[config.mk]
export PLATFORM = sky130hd
export DESIGN_NAME = lift_call_scheduler
export DESIGN_NICKNAME = d
export VERILOG_FILES = /design/src/rtl/lift_pkg.sv /design/src/rtl/lift_target_pick.sv /design/src/rtl/lift_call_scheduler.sv
export SDC_FILE = /design/constraint.sdc
export NUM_CORES = 1
export LEC_CHECK = 0
export CORE_MARGIN = 4
export CORE_UTILIZATION = 57
export DETAILED_ROUTE_END_ITERATION = 16
export DONT_BUFFER_PORTS = 1
export GPL_TIMING_DRIVEN = 0
export PLACE_DENSITY = 0.71
export SLEW_MARGIN = 20
export SYNTH_ARGS = -nofsm -noshare
export SYNTH_HDL_FRONTEND = slang
export SYNTH_SLANG_ARGS = --single-unit
[constraint.sdc]
create_clock -name clk -period 1.9 [get_ports clk]
set_input_delay 0.095 -clock clk [delete_from_list [all_inputs] [get_ports clk]]
set_output_delay 0.095 -clock clk [all_outputs]
set_load 0.02 [all_outputs]
[src/rtl/lift_pkg.sv]
// Shared definitions for the lift call scheduler: FSM encoding, default sizes
// and sweep-direction constants.
package lift_pkg;

    localparam int NUM_FLOORS_DEF = 8;
    localparam int FLOOR_W_DEF    = 3;

    typedef logic [1:0] state_t;

    localparam state_t ST_IDLE   = 2'd0;
    localparam state_t ST_SELECT = 2'd1;
    localparam state_t ST_ISSUE  = 2'd2;
    localparam state_t ST_WAIT   = 2'd3;

    localparam logic DIR_UP   = 1'b1;
    localparam logic DIR_DOWN = 1'b0;

endpackage

[src/rtl/lift_target_pick.sv]
// SCAN target search: nearest pending floor ahead in the current direction,
// otherwise reverse and take the nearest pending floor behind.
module lift_target_pick
    import lift_pkg::*;
#(
    parameter int NUM_FLOORS = NUM_FLOORS_DEF,
    parameter int FLOOR_W    = FLOOR_W_DEF
) (
    input  logic [NUM_FLOORS-1:0] pending,
    input  logic [FLOOR_W-1:0]    cur,
    input  logic                  dir_up,
    output logic                  found,
    output logic [FLOOR_W-1:0]    target,
    output logic                  new_dir
);

    logic               above_found;
    logic [FLOOR_W-1:0] above_floor;
    logic               below_found;
    logic [FLOOR_W-1:0] below_floor;

    // NOTE: every variable written here gets a default first, otherwise a latch is inferred.
    always_comb begin
        above_found = 1'b0;
        above_floor = '0;
        below_found = 1'b0;
        below_floor = '0;
        // Scan downward so the last hit is the lowest floor above cur.
        for (int i = NUM_FLOORS - 1; i >= 0; i--) begin
            if (pending[i] && i > int'(cur)) begin
                above_found = 1'b1;
                above_floor = FLOOR_W'(i);
            end
        end
        for (int i = 0; i < NUM_FLOORS; i++) begin
            if (pending[i] && i < int'(cur)) begin
                below_found = 1'b1;
                below_floor = FLOOR_W'(i);
            end
        end
    end

    always_comb begin
        found   = 1'b0;
        target  = '0;
        new_dir = dir_up;
        if (dir_up == DIR_UP) begin
            if (above_found) begin
                found  = 1'b1;
                target = above_floor;
            end else if (below_found) begin
                found   = 1'b1;
                target  = below_floor;
                new_dir = DIR_DOWN;
            end
        end else begin
            if (below_found) begin
                found  = 1'b1;
                target = below_floor;
            end else if (above_found) begin
                found   = 1'b1;
                target  = above_floor;
                new_dir = DIR_UP;
            end
        end
    end

endmodule

[src/rtl/lift_call_scheduler.sv]
// Collects hall/cab calls into a pending bitmap and hands one SCAN-ordered
// target at a time to the Lift, retiring requests on arrival.
module lift_call_scheduler
    import lift_pkg::*;
#(
    parameter int NUM_FLOORS  = NUM_FLOORS_DEF,
    parameter int FLOOR_W     = FLOOR_W_DEF,
    parameter int ACK_TIMEOUT = 16
) (
    input  logic                  clk,
    input  logic                  rst,
    input  logic                  hall_call_v,
    input  logic [FLOOR_W-1:0]    hall_call_floor,
    input  logic                  cab_call_v,
    input  logic [FLOOR_W-1:0]    cab_call_floor,
    input  logic [FLOOR_W-1:0]    elev_f_i,
    input  logic                  busy_i,
    output logic                  tgt_valid_o,
    output logic [FLOOR_W-1:0]    tgt_floor_o,
    output logic                  dir_up_o,
    output logic [NUM_FLOORS-1:0] pending_o,
    output logic                  served_o,
    output logic [FLOOR_W-1:0]    served_floor_o
);

    localparam int CNT_W = $clog2(ACK_TIMEOUT) + 1;

    state_t                 state;
    logic [NUM_FLOORS-1:0]  pending;
    logic [NUM_FLOORS-1:0]  set_mask;
    logic [NUM_FLOORS-1:0]  clr_mask;
    logic                   dir_up;
    logic                   tgt_valid;
    logic [FLOOR_W-1:0]     tgt_floor;
    logic                   served;
    logic [FLOOR_W-1:0]     served_floor;
    logic [CNT_W-1:0]       cnt;
    logic                   cur_hit;
    logic                   retire_v;
    logic [FLOOR_W-1:0]     retire_floor;
    logic                   pick_found;
    logic [FLOOR_W-1:0]     pick_target;
    logic                   pick_dir;

    lift_target_pick #(
        .NUM_FLOORS (NUM_FLOORS),
        .FLOOR_W    (FLOOR_W)
    ) u_pick (
        .pending (pending),
        .cur     (elev_f_i),
        .dir_up  (dir_up),
        .found   (pick_found),
        .target  (pick_target),
        .new_dir (pick_dir)
    );

    // Out-of-range floors never match a bit index, so they are dropped here.
    always_comb begin
        set_mask = '0;
        cur_hit  = 1'b0;
        for (int i = 0; i < NUM_FLOORS; i++) begin
            if (hall_call_v && int'(hall_call_floor) == i) set_mask[i] = 1'b1;
            if (cab_call_v && int'(cab_call_floor) == i)   set_mask[i] = 1'b1;
            if (pending[i] && int'(elev_f_i) == i)         cur_hit     = 1'b1;
        end
    end

    always_comb begin
        retire_v     = 1'b0;
        retire_floor = tgt_floor;
        if (state == ST_SELECT && cur_hit) begin
            retire_v     = 1'b1;
            retire_floor = elev_f_i;
        end else if (state == ST_WAIT && !busy_i && elev_f_i == tgt_floor) begin
            retire_v = 1'b1;
        end
        clr_mask = '0;
        for (int i = 0; i < NUM_FLOORS; i++) begin
            if (retire_v && int'(retire_floor) == i) clr_mask[i] = 1'b1;
        end
    end

    // NOTE: state updates use non-blocking assignments so every register samples pre-edge values.
    always_ff @(posedge clk) begin
        if (rst) begin
            state        <= ST_IDLE;
            pending      <= '0;
            dir_up       <= DIR_UP;
            tgt_valid    <= 1'b0;
            tgt_floor    <= '0;
            served       <= 1'b0;
            served_floor <= '0;
            cnt          <= '0;
        end else begin
            // Clear beats a same-cycle set: the cabin is standing at that floor.
            pending <= (pending | set_mask) & ~clr_mask;
            served  <= retire_v;
            if (retire_v) served_floor <= retire_floor;

            case (state)
                ST_IDLE: begin
                    if (pending != '0) state <= ST_SELECT;
                end
                ST_SELECT: begin
                    if (cur_hit) begin
                        state <= ST_IDLE;
                    end else if (pick_found) begin
                        tgt_floor <= pick_target;
                        dir_up    <= pick_dir;
                        tgt_valid <= 1'b1;
                        cnt       <= '0;
                        state     <= ST_ISSUE;
                    end else begin
                        state <= ST_IDLE;
                    end
                end
                ST_ISSUE: begin
                    if (busy_i) begin
                        tgt_valid <= 1'b0;
                        state     <= ST_WAIT;
                    end else if (cnt == CNT_W'(ACK_TIMEOUT - 1)) begin
                        tgt_valid <= 1'b0;
                        state     <= ST_SELECT;
                    end else begin
                        cnt <= cnt + CNT_W'(1);
                    end
                end
                ST_WAIT: begin
                    if (!busy_i) state <= retire_v ? ST_IDLE : ST_SELECT;
                end
                default: state <= ST_IDLE;
            endcase
        end
    end

    assign tgt_valid_o    = tgt_valid;
    assign tgt_floor_o    = tgt_floor;
    assign dir_up_o       = dir_up;
    assign pending_o      = pending;
    assign served_o       = served;
    assign served_floor_o = served_floor;

endmodule

# [Yosys cells after proc, flatten, opt, wreduce, memory -nomap -nowiden]
# Cells that the tools add are included.
[word_totals] regBits=24 input_bits=14 out_inout_bits=17 wordCells=222
[classes] add_sub_neg=1 order_cmp=14 eq_ne=40 muxes=94 bitwise_logic=4 n_reduce_logical=61
[op_table] op="$mux 1" count=63
[op_table] op="$logic_and 1x1->1" count=49
[op_table] op="$eq 3x3->1 const B" count=16
[op_table] op="$mux 3" count=16
[op_table] op="$eq 3x2->1 const B" count=8
[op_table] op="$mux 5" count=4
[op_table] op="$mux 2" count=8
[op_table] op="$eq 3x1->1 const B" count=4
[op_table] op="$gt 3x3->1 const A" count=4
[op_table] op="$logic_not 3->1" count=4
[op_table] op="$ne 2x2->1 const B" count=6
[op_table] op="$pmux 5 s2" count=1
[op_table] op="$lt 3x3->1 const A" count=3
[op_table] op="$and 8x8->8" count=1
[op_table] op="$not 8->8" count=1
[op_table] op="$or 8x8->8" count=1
[op_table] op="$pmux 2 s4" count=1
[op_table] op="$reduce_bool 8->1" count=1
[op_table] op="$gt 2x3->1 const A" count=2
[op_table] op="$lt 1x3->1 const A" count=2
[op_table] op="$lt 2x3->1 const A" count=2
[op_table] op="$reduce_and 3->1" count=2
[op_table] op="$add 5x1->5 const B" count=1
[op_table] op="$eq 5x4->1 const B" count=1
[op_table] op="12 further kinds" count=13

# [Longest topological paths before layout]
[depth] ltp_word=17 ltp_mapped=8 ltp_nobuf=7

# [Hierarchy]
# Synthesis repeated with hierarchy kept, for this count alone.
[hier_totals] cells_unflattened=232 area_unflattened_um2=1850.5
[by_module_without_submodules] module="lift_call_scheduler" instances=1 cells_per_inst=167 area_each_um2=1403.8 seq_area_each_um2=480.5
[by_module_without_submodules] module="lift_target_pick" instances=1 cells_per_inst=65 area_each_um2=446.7 seq_area_each_um2=0.0

# [Worst setup path before layout]
# OpenSTA, ideal clock, no wires.
[synth_path] path_kind="reg-to-reg" startpoint="reg pending[5] (netlist: pending_o[5])" endpoint="reg tgt_floor[2] (netlist: tgt_floor_o[2])" setup_time_ps=67 t_arrival_ps=2100 t_required_ps=1833 setup_slack_ps=-268 stages_incl_launch_ff=8 path_buffers=1 synth_period_minus_slack_ps=2168 cell_sequence="dfxtp_1 -> or3b_1 -> nand4_2 -> and3b_1 -> a2111o_1 -> buf_6 -> a211o_1 -> a21oi_2"
[synth_between] elab_chain_len=10 elab_cells_between_ends=32 classes_between="27 x mux; 1 x bitwise; 4 x reduce/logical"
[synth_rtl] element="start: declaration" line="lift_call_scheduler.sv:29" source="logic [NUM_FLOORS-1:0] pending;"
[synth_rtl] element="start signal: assignment" line="lift_call_scheduler.sv:96" source="pending <= (pending | set_mask) & ~clr_mask;"
[synth_rtl] element="$logic_and 1x1->1" line="lift_target_pick.sv:30" source="if (pending[i] && i > int'(cur)) begin"
[synth_rtl] element="$mux 1 (5 in series)" line="lift_target_pick.sv:30"
[synth_rtl] element="$mux 1" line="lift_target_pick.sv:60" source="end else if (above_found) begin"
[synth_rtl] element="$mux 1" line="lift_target_pick.sv:57" source="if (below_found) begin"
[synth_rtl] element="$mux 1" line="lift_target_pick.sv:47" source="if (dir_up == DIR_UP) begin"
[synth_rtl] element="$reduce_and 3->1 (no source line)"
[synth_rtl] element="end signal: assignment" line="lift_call_scheduler.sv:108" source="tgt_floor <= pick_target;"
[synth_rtl] element="end: declaration" line="lift_call_scheduler.sv:34" source="logic [FLOOR_W-1:0] tgt_floor;"
# Several ways; a longest one is shown, not always the timed one.
# A chain may end at the register's enable or synchronous reset.

# [Final worst setup path]
[layout_path] startpoint="reg pending[5] (netlist: pending_o[5])" endpoint="reg tgt_floor[0] (netlist: tgt_floor_o[0])"
# Same word-level chain as after synthesis.

==> impl_table.tex <==
\begin{tabular}{lr}
\hline
Metric & Value \\
\hline
\multicolumn{2}{l}{\textbf{Route}} \\
Number of vias after detailed routing & 2,026 \\
Post-DRT Antenna Nets & 0 \\
Routed wire length per instance & $\sim$20 um \\
Total length of routed wires & 5750 um \\
Starting DRT DRC Count & 249 \\
Drt drc & 0 \\
Number of optimization iterations in the first detailed-route pass & 5 \\
DR vias/cell & 7.01 \\
\multicolumn{2}{l}{\textbf{Placement}} \\
Cell count after placement & 255 \\
Placed wire-length estimate after detailed placement & 3560 um \\
Worst Setup Slack post-DPL & -0.304 ns \\
Cell area after placement & roughly 0.0018 mm\^{}2 \\
Count of input and output buffers & 0 \\
Weighted congestion reported at the end of routability-driven placement & 0.933 \\
\multicolumn{2}{l}{\textbf{Die}} \\
Die boundary width & 62.9 um \\
Standard-cell row count & 19 \\
Floorplan Core Area & roughly 0.0028 mm\^{}2 \\
Ports placed on the boundary & 31 \\
Total Die Area & $\sim$0.0040 mm\^{}2 \\
Die Ht & 62.9 um \\
Initial standard-cell utilization of the core & 0.612 \\
\multicolumn{2}{l}{\textbf{Logic synthesis}} \\
Area share of and/or/nand/nor cells after synthesis & 0.270 \\
Synthesized netlist cell count & 224 \\
Synthesized area & 0.00172 mm\^{}2 \\
Top post-synthesis cells by count & dfxtp\_1, nor2\_1, a21oi\_1, nand2\_1 \\
Synth area leaders & dfxtp\_1, nor2\_1, a211oi\_1 \\
Synthesized area per cell & roughly 7.7 um\^{}2 \\
Number of enable flip-flop cells after synthesis & 0 \\
Count of distinct cell types in the synthesized netlist & 55 \\
Total of flip-flops plus latches after synthesis & 24 \\
Synth async-reset ratio & 0 \\
Most used flip-flop cell after synthesis & dfxtp\_1 \\
Parity-gate share of the synthesized area counting xor and xnor cells & 0.0306 \\
Synth top area share & 0.280 \\
Post-synthesis compound-gate area fraction & 0.306 \\
Share of synthesized area occupied by flip-flops and latches & 0.280 \\
Main combinational cell family by area after synthesis & compound AO/OA/AOI/OAI gates \\
Net Count, Synth & 240 \\
Number of warnings printed during yosys synthesis & 0 \\
Adder-Cell Fraction of Synth Area & 0.0146 \\
Cell taking the most area after synthesis & dfxtp\_1 \\
Proportion of synthesized area in mux cells & 0.0306 \\
Most repeated cell in the gate-level netlist after synthesis & dfxtp\_1 \\
\multicolumn{2}{l}{\textbf{STA}} \\
Tcrit/Tclk final & 1.14 \\
Post-layout minimum cycle time & 2.16 ns \\
Worst clock skew & approximately 0.0025 ns \\
Final count of negative-setup-slack endpoints & 13 \\
Number of hold-slack violations in the final timing report & 0 \\
Worst slew margin relative to its limit & 0.601 \\
Setup tns final & -1.85 ns \\
Final worst setup slack & -0.257 ns \\
Final Max Tran Viols & 0 \\
Final-layout worst hold slack & 0.0179 ns \\
RSZ-0062 raised after global routing & yes \\
Highest attainable clock frequency & 464 MHz \\
Slew at the pin closest to its max-slew limit & 0.598 ns \\
\multicolumn{2}{l}{\textbf{Clock network}} \\
Register clock-pin slew on the reported worst setup and hold paths & 0.14 ns \\
Clock H-tree levels & 1 \\
Cts bufs inserted & 3 \\
Deepest clock path buffer count & 2 \\
Clock latency at the later pin of the worst-skew pair & 0.32 ns \\
CTS tree & built \\
CTS root buf & clkbuf\_4 \\
Clock Sinks & 24 \\
\multicolumn{2}{l}{\textbf{Run status}} \\
Violated checks & negative setup slack \\
Status & complete, but fails checks \\
\multicolumn{2}{l}{\textbf{Global route}} \\
Gr ovfl total & 0 \\
Global route hottest layer & met2 \\
Pin count of the biggest net entering global routing & 15 \\
Overall routing resource usage & 0.285 \\
Global-route met1 utilization & 0.354 \\
Met3 layer usage reported by global route & 0.0468 \\
Initial antenna violation count & 0 \\
Via count of the first global-routing pass & 1,910 \\
Wire length of the first global-routing pass & 9170 um \\
Routing usage on met2 & 0.487 \\
\multicolumn{2}{l}{\textbf{Finish}} \\
Number of fill cells & around 190 \\
Footprint of the flip-flops and latches & between 500 and 600 um\^{}2 \\
Final instance area & 0.00223 mm\^{}2 \\
Final antenna diode count & 0 \\
Growth of design area from synthesis to finish & 30.1\% \\
Final layout net count & around 280 \\
Share of final-layout standard cells stronger than drive strength 1 & 0.248 \\
Area used by multi-input combinational logic & 0.00122 mm\^{}2 \\
Fin cells & 289 \\
Utilization after layout & 0.795 \\
\multicolumn{2}{l}{\textbf{Pwr}} \\
Power per unit of standard cell area & 639 mW/mm\^{}2 \\
Worst vdd ir & $\sim$0.00050 V \\
Total Power Consumption & $\sim$1.4 mW \\
Total leakage power & 0.787 nW \\
\multicolumn{2}{l}{\textbf{Setup path}} \\
Delay of the slowest critical-path stage & 0.46 ns \\
Critical-path cell with the highest stage delay & dfxtp\_4 \\
Cells along the critical path & or3b\_4, nand4\_4, and3b\_2, a2111o\_1, buf\_6, a21oi\_1, o31a\_1 \\
CP top delay family & compound AO/OA/AOI/OAI gates \\
Critical path peak fanout & 7 \\
Worst Path Required & 2.17 ns \\
Kind of start point of the critical path & flop \\
Worst Setup Path Type & reg -> reg \\
Type of element capturing the critical path & flop \\
Critical path arrival & 2.43 ns \\
Buf+Inv Stages, Crit Path & 1 \\
\multicolumn{2}{l}{\textbf{Flow run}} \\
Max capacitance violation total & 0 \\
\multicolumn{2}{l}{\textbf{Min path}} \\
Min-Delay Path Class & in -> reg \\
\hline
\end{tabular}
[placed cells by master (no fill, tap or decap), types with 3 or more instances in the layout]
master and n:
a211oi_1 9, a21oi_1 12, a21oi_2 3, a221oi_1 3
a221oi_2 3, a31oi_1 7, and3_1 3, buf_4 17
buf_6 5, clkbuf_1 4, clkbuf_4 3, dfxtp_1 14
dfxtp_2 4, dfxtp_4 6, dlygate4sd3_1 13, inv_1 10
nand2_1 14, nand2b_1 7, nand3_1 4, nand4_1 5
nor2_1 19, nor2_2 4, nor2b_1 7, nor3_1 6
nor4_1 4, o211ai_1 3, o21a_1 3, o21ai_0 9
xnor2_1 3, xor2_1 3
[worst reg2reg max path: cells and delay by family (launching register included)]
kind	cells	cell delay (ns)
AOI/OAI and AO/OA	3	0.77
DFF	1	0.46
buffers and inverters	1	0.15
and+or+nand+nor	3	0.73
[layer usage]
| metal | share of wire | wire length, um | up-vias |
|---|---|---|---|
| met1 | 0.39 | 2220 | 949 |
| met5 | 0 | 0 | - |
| met4 | 0.020 | 116 | 0 |
| met3 | 0.095 | 544 | 19 |
| met2 | 0.50 | 2870 | 140 |
| li1 | - | - | 918 |
[repair_timing]
| action | 4_1_cts | 5_1_grt |
|---|---|---|
| setup buffers | 13 | 4 |
| gates resized for setup | 22 | 10 |
| hold endpoints to repair | 12 | 1 |
| hold buffers | 12 | 1 |
| pin swaps | 9 | 3 |
| endpoints found under the setup margin | 21 | 21 |
[cell type report]
type                       instances  area share
clock buffer                       4      0.0213
timing repair buffer              30       0.119
tap                               31      0.0174
buffer                            13      0.0477
multi-input combinational        176       0.548
inverter                          11      0.0185
sequential                        24       0.228
[state kept, by name, summed over array words and instances (netlist names)]
signal	flops
state	2
cnt	5
served_o	1
tgt_floor_o	3
served_floor_o	3
pending_o	8
dir_up_o	1
tgt_valid_o	1
[kinds of logic (layout without fill, tap and decap cells)]
group | after synthesis | in the layout
XOR/XNOR | 6 | 6
buffers and inverters | 24 | 58
AO/OA/AOI/OAI | 76 | 76
adder cells (fa/ha/maj) | 2 | 2
AND/OR/NAND/NOR | 87 | 87
flip-flops | 24 | 24
multiplexers | 5 | 5
[power by group]
part / switching (mW) / leakage (nW) / internal, mW
registers: 0.0932 / 0.202 / 0.541
clock network: 0.163 / 0.0261 / 0.161
logic: 0.245 / 0.559 / 0.222
total: 0.502 / 0.787 / 0.924
[final timing paths]
path	start	end	slack, ns	depth (start not counted)
max	pending_o[5]	tgt_floor_o[0]	-0.26	7
min	cab_call_floor[2]	pending_o[5]	0.02	2
max reg2reg	pending_o[5]	tgt_floor_o[0]	-0.26	7
min reg2reg	cnt[4]	cnt[4]	0.55	2
Power figures use the tool's default switching activity.
